===== config.mk =====
export PLATFORM = sky130hd
export DESIGN_NAME = alu_seq_ctrl
export DESIGN_NICKNAME = d
export VERILOG_FILES = /design/src/rtl/alu_seq_pkg.sv /design/src/rtl/alu_rsp_fifo.sv /design/src/rtl/alu_seq_ctrl.sv
export SDC_FILE = /design/constraint.sdc
export NUM_CORES = 1
export LEC_CHECK = 0
export ABC_AREA = 1
export BUFFER_PORTS_ARGS = -buffer_cell sky130_fd_sc_hd__buf_2
export CAP_MARGIN = 30
export CORE_UTILIZATION = 35
export DETAILED_ROUTE_END_ITERATION = 12
export HOLD_SLACK_MARGIN = 0.15
export PLACE_DENSITY = 0.66
export SLEW_MARGIN = 40
export SYNTH_ARGS = -nofsm -noshare
export SYNTH_HDL_FRONTEND = slang
export SYNTH_HIERARCHICAL = 1
export SYNTH_SLANG_ARGS = --single-unit

===== constraint.sdc =====
create_clock -name clk -period 4.9 [get_ports clk]
set_clock_uncertainty 0.1 [all_clocks]
set_input_delay 1.47 -clock clk [delete_from_list [all_inputs] [get_ports clk]]
set_output_delay 1.47 -clock clk [all_outputs]
set_load 0.02 [all_outputs]

===== src/rtl/alu_seq_pkg.sv =====
// Shared defaults, FSM state type and response record for the ALU sequencer.
package alu_seq_pkg;

  localparam int unsigned DEFAULT_DATA_W = 16;
  localparam int unsigned DEFAULT_SEL_W  = 4;

  typedef enum logic [0:0] {
    IDLE  = 1'b0,
    DRIVE = 1'b1
  } state_e;

  typedef struct packed {
    logic [DEFAULT_DATA_W-1:0] data;
    logic                      carry;
    logic [DEFAULT_SEL_W-1:0]  sel;
  } rsp_t;

endpackage


===== src/rtl/alu_rsp_fifo.sv =====
// Synchronous response FIFO; head is zeroed whenever the FIFO is empty.
module alu_rsp_fifo
  import alu_seq_pkg::*;
#(
  parameter int unsigned WIDTH = $bits(rsp_t),
  parameter int unsigned DEPTH = 4
) (
  input  logic                       clk,
  input  logic                       rst,
  input  logic                       i_push,
  input  logic [WIDTH-1:0]           i_data,
  input  logic                       i_pop,
  output logic                       o_valid,
  output logic [WIDTH-1:0]           o_data,
  output logic [$clog2(DEPTH):0]     o_count
);

  localparam int unsigned PTR_W = $clog2(DEPTH);
  localparam int unsigned CNT_W = PTR_W + 1;

  logic [WIDTH-1:0] r_mem [DEPTH];
  logic [PTR_W-1:0] r_wr_ptr;
  logic [PTR_W-1:0] r_rd_ptr;
  logic [CNT_W-1:0] r_count;
  logic             w_pop;

  assign o_valid = (r_count != '0);
  assign w_pop   = i_pop && o_valid;
  assign o_data  = o_valid ? r_mem[r_rd_ptr] : '0;
  assign o_count = r_count;

  always_ff @(posedge clk) begin
    if (i_push) r_mem[r_wr_ptr] <= i_data;
  end

  // Power-of-two depth lets the pointers wrap by plain overflow.
  always_ff @(posedge clk or posedge rst) begin
    if (rst) begin
      r_wr_ptr <= '0;
      r_rd_ptr <= '0;
      r_count  <= '0;
    end else begin
      if (i_push) r_wr_ptr <= r_wr_ptr + PTR_W'(1);
      if (w_pop)  r_rd_ptr <= r_rd_ptr + PTR_W'(1);
      if (i_push && !w_pop)      r_count <= r_count + CNT_W'(1);
      else if (!i_push && w_pop) r_count <= r_count - CNT_W'(1);
    end
  end

endmodule


===== src/rtl/alu_seq_ctrl.sv =====
// Sequences commands onto an external ALU: holds operands SETTLE_CYC cycles, then
// captures result, carry and select into a response FIFO.
module alu_seq_ctrl
  import alu_seq_pkg::*;
#(
  parameter int unsigned DATA_W     = DEFAULT_DATA_W,
  parameter int unsigned SEL_W      = DEFAULT_SEL_W,
  parameter int unsigned SETTLE_CYC = 2,
  parameter int unsigned FIFO_DEPTH = 4
) (
  input  logic              clk,
  input  logic              rst,
  input  logic              cmd_valid,
  output logic              cmd_ready,
  input  logic [DATA_W-1:0] cmd_a,
  input  logic [DATA_W-1:0] cmd_b,
  input  logic [SEL_W-1:0]  cmd_sel,
  output logic [DATA_W-1:0] alu_a,
  output logic [DATA_W-1:0] alu_b,
  output logic [SEL_W-1:0]  alu_sel,
  input  logic [DATA_W-1:0] alu_out,
  input  logic              alu_carry,
  output logic              rsp_valid,
  input  logic              rsp_ready,
  output logic [DATA_W-1:0] rsp_data,
  output logic              rsp_carry,
  output logic [SEL_W-1:0]  rsp_sel,
  output logic              busy,
  output logic [7:0]        cmd_count
);

  localparam int unsigned RSP_W = DATA_W + 1 + SEL_W;
  localparam int unsigned CNT_W = $clog2(FIFO_DEPTH) + 1;

  state_e            r_state;
  logic [3:0]        r_settle;
  logic [DATA_W-1:0] r_a;
  logic [DATA_W-1:0] r_b;
  logic [SEL_W-1:0]  r_sel;
  logic [7:0]        r_count;

  logic              w_accept;
  logic              w_capture;
  logic [CNT_W-1:0]  w_occ;
  logic [RSP_W-1:0]  w_push_data;
  logic [RSP_W-1:0]  w_head;

  assign cmd_ready   = (r_state == IDLE) && (w_occ < CNT_W'(FIFO_DEPTH));
  assign w_accept    = cmd_valid && cmd_ready;
  assign w_capture   = (r_state == DRIVE) && (r_settle == 4'd0);
  assign w_push_data = {alu_out, alu_carry, r_sel};

  assign alu_a     = r_a;
  assign alu_b     = r_b;
  assign alu_sel   = r_sel;
  assign busy      = (r_state == DRIVE);
  assign cmd_count = r_count;

  assign rsp_data  = w_head[RSP_W-1 -: DATA_W];
  assign rsp_carry = w_head[SEL_W];
  assign rsp_sel   = w_head[SEL_W-1:0];

  always_ff @(posedge clk or posedge rst) begin
    if (rst) begin
      r_state  <= IDLE;
      r_settle <= '0;
      r_a      <= '0;
      r_b      <= '0;
      r_sel    <= '0;
      r_count  <= '0;
    end else begin
      case (r_state)
        IDLE: begin
          if (w_accept) begin
            r_a      <= cmd_a;
            r_b      <= cmd_b;
            r_sel    <= cmd_sel;
            r_settle <= 4'(SETTLE_CYC - 1);
            r_state  <= DRIVE;
          end
        end
        DRIVE: begin
          if (r_settle == 4'd0) begin
            r_count <= r_count + 8'd1;
            r_state <= IDLE;
          end else begin
            r_settle <= r_settle - 4'd1;
          end
        end
        default: r_state <= IDLE;
      endcase
    end
  end

  // Admission checks occupancy, so the capture push can never overflow.
  alu_rsp_fifo #(
    .WIDTH (RSP_W),
    .DEPTH (FIFO_DEPTH)
  ) u_rsp_fifo (
    .clk     (clk),
    .rst     (rst),
    .i_push  (w_capture),
    .i_data  (w_push_data),
    .i_pop   (rsp_ready),
    .o_valid (rsp_valid),
    .o_data  (w_head),
    .o_count (w_occ)
  );

endmodule


==> results of run 1 <==
## per-layer routing
layer / track usage [%] / routed length, µm / vias up
met4: 5.123 / 171 / 0
met3: 4.444 / 752 / 17
met2: 23.72 / 6026 / 124
met5: 0 / 0 / -
met1: 18.64 / 5736 / 1966
li1: - / - / 2207
## final timing paths
path                                                     from  slack, ps  cells after the start                                end
setup / recovery           u_rsp_fifo/r_rd_ptr[0]$_DFFE_PP0P_       1030                      5                       rsp_data[15]
hold / removal                           alu_a[5]$_DFFE_PP0P_        370                      2               alu_a[5]$_DFFE_PP0P_
setup reg to reg                      r_settle[1]$_DFFE_PP0P_       2460                     11  u_rsp_fifo/o_count[2]$_DFFE_PP0P_
hold reg to reg                          alu_a[5]$_DFFE_PP0P_        370                      2               alu_a[5]$_DFFE_PP0P_
max in group asynchronous                                 rst       2960                      3               alu_b[6]$_DFFE_PP0P_
min in group asynchronous                                 rst        920                      2  u_rsp_fifo/o_count[0]$_DFFE_PP0P_
## Yosys cell counts
| master | count | share of area [%] |
|---|---|---|
| fa_1 | 1 | 0.32 |
| edfxtp_1 | 84 | 40 |
| a21oi_2 | 18 | 2.5 |
| buf_4 | 7 | 0.83 |
| inv_1 | 110 | 6.5 |
| nor2_4 | 1 | 0.18 |
| buf_2 | 8 | 0.63 |
| a21oi_1 | 4 | 0.32 |
| nand3_2 | 19 | 3.0 |
| nand4_2 | 1 | 0.20 |
| nand3_1 | 32 | 2.5 |
| buf_6 | 9 | 1.6 |
| o22ai_1 | 1 | 0.099 |
| nand2_2 | 18 | 1.8 |
| o21ai_0 | 5 | 0.39 |
| inv_4 | 2 | 0.20 |
| ha_1 | 7 | 1.4 |
| inv_2 | 1 | 0.059 |
| nand2_1 | 224 | 13 |
| xnor2_1 | 3 | 0.41 |
| nor2_1 | 7 | 0.41 |
| nand2_4 | 1 | 0.18 |
| dfrtp_1 | 56 | 22 |
| o21ai_1 | 1 | 0.079 |
| nor2_8 | 1 | 0.32 |
| clkbuf_1 | 1 | 0.059 |
| nand3b_1 | 2 | 0.24 |
| nand4_1 | 4 | 0.39 |
| xor2_1 | 2 | 0.28 |
## sequential cells by signal (all words and copies together), names as in the netlist
register,cells
r_settle,4
alu_a,16
u_rsp_fifo/r_rd_ptr,2
u_rsp_fifo/r_wr_ptr,2
u_rsp_fifo/r_mem,84
cmd_count,8
u_rsp_fifo/o_count,3
alu_b,16
busy,1
alu_sel,4
## critical path: stages (launching register included)
cell,delay (ps)
dfrtp_1,840
inv_4,400
nand2_1,140
nand3_1,70
a21oi_1,210
buf_2,200
## area by class of cell
| type | count | area share (%) |
|---|---|---|
| inverters | 113 | 5.630 |
| flip-flops and latches | 140 | 51.48 |
| clock buffers | 17 | 5.581 |
| clock inverters | 14 | 1.592 |
| multi-input cells | 352 | 23.49 |
| well taps | 225 | 3.693 |
| repair buffers | 128 | 8.536 |
## power breakdown
part,switching (mW),internal [mW]
Combinational,1.29,0.627
Sequential,0.208,1.55
Clock,0.482,0.695
## through the flow
step / hold slack, ps / setup WS (ps)
global placement: 358.0 / 1445
floorplan: 393.6 / 1968
CTS: 376.6 / 906.0
finish: 370.5 / 1033
global route: 394.6 / 796.9
detailed placement: 360.7 / 1367
## cell usage in the layout (no fill, tap or decap), types with 2 or more instances in the layout
cell type   count
inv_4           2
a21oi_2        18
inv_6           3
inv_2           6
nand4_1         4
edfxtp_1       84
xor2_1          2
nand3_1        32
clkbuf_16      17
clkinv_2        4
ha_1            7
o21ai_0         5
buf_2         124
inv_1         105
xnor2_1         3
nand3_2        19
clkinv_4        3
nand2_2        18
clkinvlp_4      2
nor2_1          7
dfrtp_1        56
nand3b_1        2
buf_4           4
a21oi_1         4
nand2_1       224
## cells by family (layout without fill, tap and decap cells)
family / Yosys count / in the layout / share of synthesized area [%]
xor+xnor: 5 / 5 / 0.6907
fa+ha+maj: 8 / 8 / 1.697
flops: 140 / 140 / 61.88
simple gates: 310 / 310 / 22.47
buf+inv: 138 / 272 / 9.886
compound gates: 29 / 29 / 3.374
==> run summary, run 1 <==
Routed Antenna Nets -> 0
Final setup vio count -> 0
Measured slew at the worst slew-check pin -> 777.0 ps
CTS Sinks -> 140
Cell Area, Placed -> 7076 µm²
FF+latch area -> 3924 µm²
Post-route design area -> 7622 µm²
Share of layout cells above drive strength 1 -> 29.45%
Max VDD drop -> 0.4375 mV
Post-Syn Area per Cell -> 10.07 µm²
DRC -> 0
Fillers -> 1,681
Synth cell types -> 29
Placed cells -> 958
Initial antenna violation count -> 0
CTS tree -> built
GP Congestion -> 0.7490
Clk slew on worst S/H paths -> 60 ps
Largest fanout on the critical path -> 43
Die Height -> 136.6 µm
Worst-Skew Late Latency -> 410 ps
Largest net degree at the start of global routing -> 44
Wirelength per Cell -> 12.83 µm
Mapped Nets -> 695
Leak Pwr -> 3.808 nW
Synth Instances -> 630
Diode count -> 0
Global-route usage over all layers -> 14.69%
Tmin final -> 3867 ps
Final Power -> 4.849 mW
# IOs -> 125
Post-CTS Setup Inserts -> 0
Yosys Warn Count -> 6
First-pass GRT wire length -> 20,380 µm
FMAX -> 0.2586 GHz
Tcrit/Tclk final -> 78.92%
RSZ-0062 raised after global routing -> false
Starting DRT DRC Count -> 167
Detailed placement HPWL -> 8209 µm
Footprint of the multi-input gates -> 1790 µm²
Routed vias/inst -> 4.362
Slew HR -> 48.20%
WL final -> 12,690 µm
H-tree depth -> 4
Post-CTS sizing -> 0
Die width -> 136.6 µm
Seq/Total Area, Yosys -> 61.88%
Slew Viols, Final -> 0
Synth Cell Area -> 6341 µm²
Min-delay worst type -> reg2reg
Row count -> 48
Worst setup EP type -> output pin
Total global routing overflow -> 0
Drt pass-1 iters -> 4
Area Growth Syn to Fin -> 20.21%
Final nets -> 817
Buffers added on ports -> 124
Cell Pwr Density -> 636.2 nW/µm²
Crit start category -> flip-flop
Post-Layout Cell Count -> 989
Worst EP required -> 3330 ps
Outcome -> finished clean
Post-CTS Hold Buffers -> 0
Vias in the first global route -> 4,073
Worst path arrival time -> 2300 ps
Synthesis-stage register bit count -> 140
Clk buf depth -> 2
Die area -> 18,660 µm²
Setup TNS -> 0 ps
Final hold vios -> 0
Core Footprint -> 17,480 µm²
Max cap viols -> 0
Starting Density -> 36.28%
Fin util -> 43.61%
Crit Path Class -> reg2out
Total CTS buffers -> 17
Clock root buffer -> clkbuf_16
Via count -> 4,314
No activity file was read; power rests on OpenSTA's default activity.
==> inputs of run 2 (changes only) <==
--- a/config.mk
+++ b/config.mk
@@ -5,13 +5,13 @@
 export SDC_FILE = /design/constraint.sdc
 export NUM_CORES = 1
 export LEC_CHECK = 0
-export ABC_AREA = 1
+export ABC_AREA = 0
 export BUFFER_PORTS_ARGS = -buffer_cell sky130_fd_sc_hd__buf_2
 export CAP_MARGIN = 30
 export CORE_UTILIZATION = 35
 export DETAILED_ROUTE_END_ITERATION = 12
 export HOLD_SLACK_MARGIN = 0.15
-export PLACE_DENSITY = 0.66
+export PLACE_DENSITY = 0.69
 export SLEW_MARGIN = 40
 export SYNTH_ARGS = -nofsm -noshare
 export SYNTH_HDL_FRONTEND = slang
==> constraint.sdc (replaced) <==
create_clock -name clk -period 3.3 [get_ports clk]
set_clock_uncertainty 0.1 [all_clocks]
set_input_delay 0.99 -clock clk [delete_from_list [all_inputs] [get_ports clk]]
set_output_delay 0.99 -clock clk [all_outputs]
set_load 0.02 [all_outputs]
==> run summary, run 2 <==
Outcome -> finished clean
Internal Power -> 4.580 mW
Yosys Warn Count -> 6
Dpl ws -> 626.2 ps
Max reg flops -> 84
FMAX -> 0.3259 GHz
Post-CTS Setup Inserts -> 0
Routed Antenna Nets -> 0
Clock power frac -> 27.7%
Share of layout cells above drive strength 1 -> 47.80%
First-pass GRT wire length -> 16,730 µm
Hold EP -> cmd_count[7]$_DFFE_PP0P_
Largest fanout on the critical path -> 12
# IOs -> 125
Cell Pwr Density -> 989.0 nW/µm²
DRC -> 0
Fin util -> 45.73%
Diode count -> 0
Sw Pwr -> 2.346 mW
R2R Path Start -> r_settle[0]$_DFFE_PP0P_
Routed vias/inst -> 4.632
Starting DRT DRC Count -> 175
Wirelength per Cell -> 15.77 µm
Area leader, netlist -> edfxtp_1
Seq pwr share -> 37.5%
GP Congestion -> 0.6527
Highest-count cells in the layout ignoring fill and taps -> buf_2 (124), edfxtp_1 (84), dfrtp_1 (56)
Final Power -> 6.926 mW
Crit Path Class -> reg2out
Post-CTS Hold Buffers -> 0
Measured slew at the worst slew-check pin -> 704.2 ps
Crit start category -> flip-flop
Hold Path Cell Cnt -> 1
Max cap viols -> 0
Slew HR -> 53.05%
Synth top area cells -> edfxtp_1 (46%), dfrtp_1 (25%), mux4_2 (7.3%), mux2_2 (6.9%), and2_1 (2.8%)
Post-synth top area share -> 45.52%
Area Growth Syn to Fin -> 26.37%
Setup slack, reg-to-reg -> 590 ps
Row count -> 45
H-tree depth -> 4
Synth Instances -> 301
Tcrit/Tclk final -> 92.99%
RSZ-0062 raised after global routing -> false
Vias in the first global route -> 3,251
Final hold vios -> 0
Mapped Nets -> 366
Initial antenna violation count -> 0
Leak Pwr -> 2.850 nW
Dominant synthesized flop cell -> edfxtp_1
Post-CTS sizing -> 0
Worst setup EP type -> output pin
Min-delay worst type -> reg2reg
Die Height -> 127.8 µm
Die area -> 16,340 µm²
Die width -> 127.8 µm
Worst path arrival time -> 1980 ps
Synth cell types -> 32
CTS tree -> built
Seq/Total Area, Yosys -> 70.81%
Worst EP required -> 2210 ps
Total CTS buffers -> 17
Reg with most FFs -> u_rsp_fifo/r_mem
Final worst slack -> 231.3 ps
Min-delay src -> cmd_count[7]$_DFFE_PP0P_
Detailed placement HPWL -> 6897 µm
Total global routing overflow -> 0
Buffers added on ports -> 124
Drt pass-1 iters -> 4
Reg-to-Reg End -> u_rsp_fifo/o_count[2]$_DFFE_PP0P_
Core Footprint -> 15,310 µm²
Slew Viols, Final -> 0
Number of synthesized flops with an enable pin -> 84
Clock root buffer -> clkbuf_16
Largest net degree at the start of global routing -> 42
CTS Sinks -> 140
Via count -> 3,080
Sw Ratio -> 33.87%
Final setup vio count -> 0
Final nets -> 506
Global-route usage over all layers -> 13.77%
Max VDD drop -> 0.3939 mV
Worst Reg-to-Reg Cells -> 10
Most numerous cell in the Yosys netlist -> edfxtp_1
Comb pwr share -> 34.8%
Synth Cell Area -> 5542 µm²
Clk slew on worst S/H paths -> 60 ps
Starting Density -> 36.18%
Tmin final -> 3069 ps
Post-Syn Area per Cell -> 18.41 µm²
WL final -> 10,480 µm
Ys async rst share -> 40.00%
Synthesis-stage register bit count -> 140
Setup TNS -> 0 ps
Commonest non-fill, non-tap cell in the layout -> buf_2
Worst-Skew Late Latency -> 400 ps
Clk buf depth -> 2
Fillers -> 1,367
Synth cell count leaders -> edfxtp_1 (84), dfrtp_1 (56), mux2_2 (34)
[run 2: changes by cell type after synthesis, moves of 18 or more]
cell,delta
nand2_1,-214
and2_1,+25
inv_1,-101
nand3_1,-29
mux2_2,+34
nand3_2,-19
a21oi_2,-18
nand2_2,-18
mux4_2,+18
[run 2: how the worst max path moves through the flow]
stage / end / cells past startpoint / startpoint / slack, ps
6_report: rsp_sel[0] / 4 / u_rsp_fifo/r_rd_ptr[0]$_DFFE_PP0P_ / 230
2_1_floorplan: rsp_data[10] / 3 / u_rsp_fifo/o_count[0]$_DFFE_PP0P_ / 880
4_1_cts: rsp_data[8] / 3 / u_rsp_fifo/o_count[0]$_DFFE_PP0P_ / 180
5_1_grt: rsp_sel[0] / 4 / u_rsp_fifo/r_rd_ptr[0]$_DFFE_PP0P_ / 110
3_3_place_gp: rsp_data[15] / 4 / u_rsp_fifo/r_rd_ptr[0]$_DFFE_PP0P_ / 660
3_5_place_dp: rsp_data[8] / 3 / u_rsp_fifo/o_count[0]$_DFFE_PP0P_ / 630
[run 2: metal layers]
metal	routed length (µm)	GRT usage [%]
met5	0	0
met3	533	4.215
met1	4293	15.97
met4	123	5.260
met2	5533	23.91
[run 2: logic make-up after synthesis]
logic type      after synthesis  share of synthesized area (%)
mux                          61                          16.80
xor+xnor                     13                          2.055
flops                       140                          70.81
simple gates                 55                          5.780
buf+inv                      21                          2.303
fa+ha+maj                     8                          1.942
compound gates                3                         0.3160
[run 2: cell type report]
class / instances / area, µm² / share of cell area [%]
well taps: 211 / 264.0 / 3.770
clock buffers: 19 / 432.9 / 6.182
repair buffers: 133 / 688.2 / 9.827
inverters: 9 / 33.78 / 0.4824
clock inverters: 13 / 163.9 / 2.341
flip-flops and latches: 140 / 3924 / 56.03
multi-input cells: 140 / 1496 / 21.37
[run 2: power groups by stage]
stage	combinational, mW	sequential (mW)	clock [mW]
floorplan	1.45	2.90	0
CTS	2.45	2.60	1.96
finish	2.41	2.60	1.92
detailed placement	2.45	2.63	0
global placement	2.40	2.60	0
global route	2.61	2.66	2.04
[run 2: worst max-delay path, cell delays in order (launching register included)]
cell and delay [ps]:
dfrtp_1 350, buf_4 260, mux4_1 630, and2_1 180
buf_2 150
[run 2: per-stage QoR]
step                      cell area [µm²]  hold WS (ps)  std cells
after CTS                            7003         370.6        665
after detailed placement             6406         359.6        633
after floorplan                      5542         368.9        301
after global routing                 7003         398.7        665
after global placement               6406         351.6        633
final                                7003         364.3        665
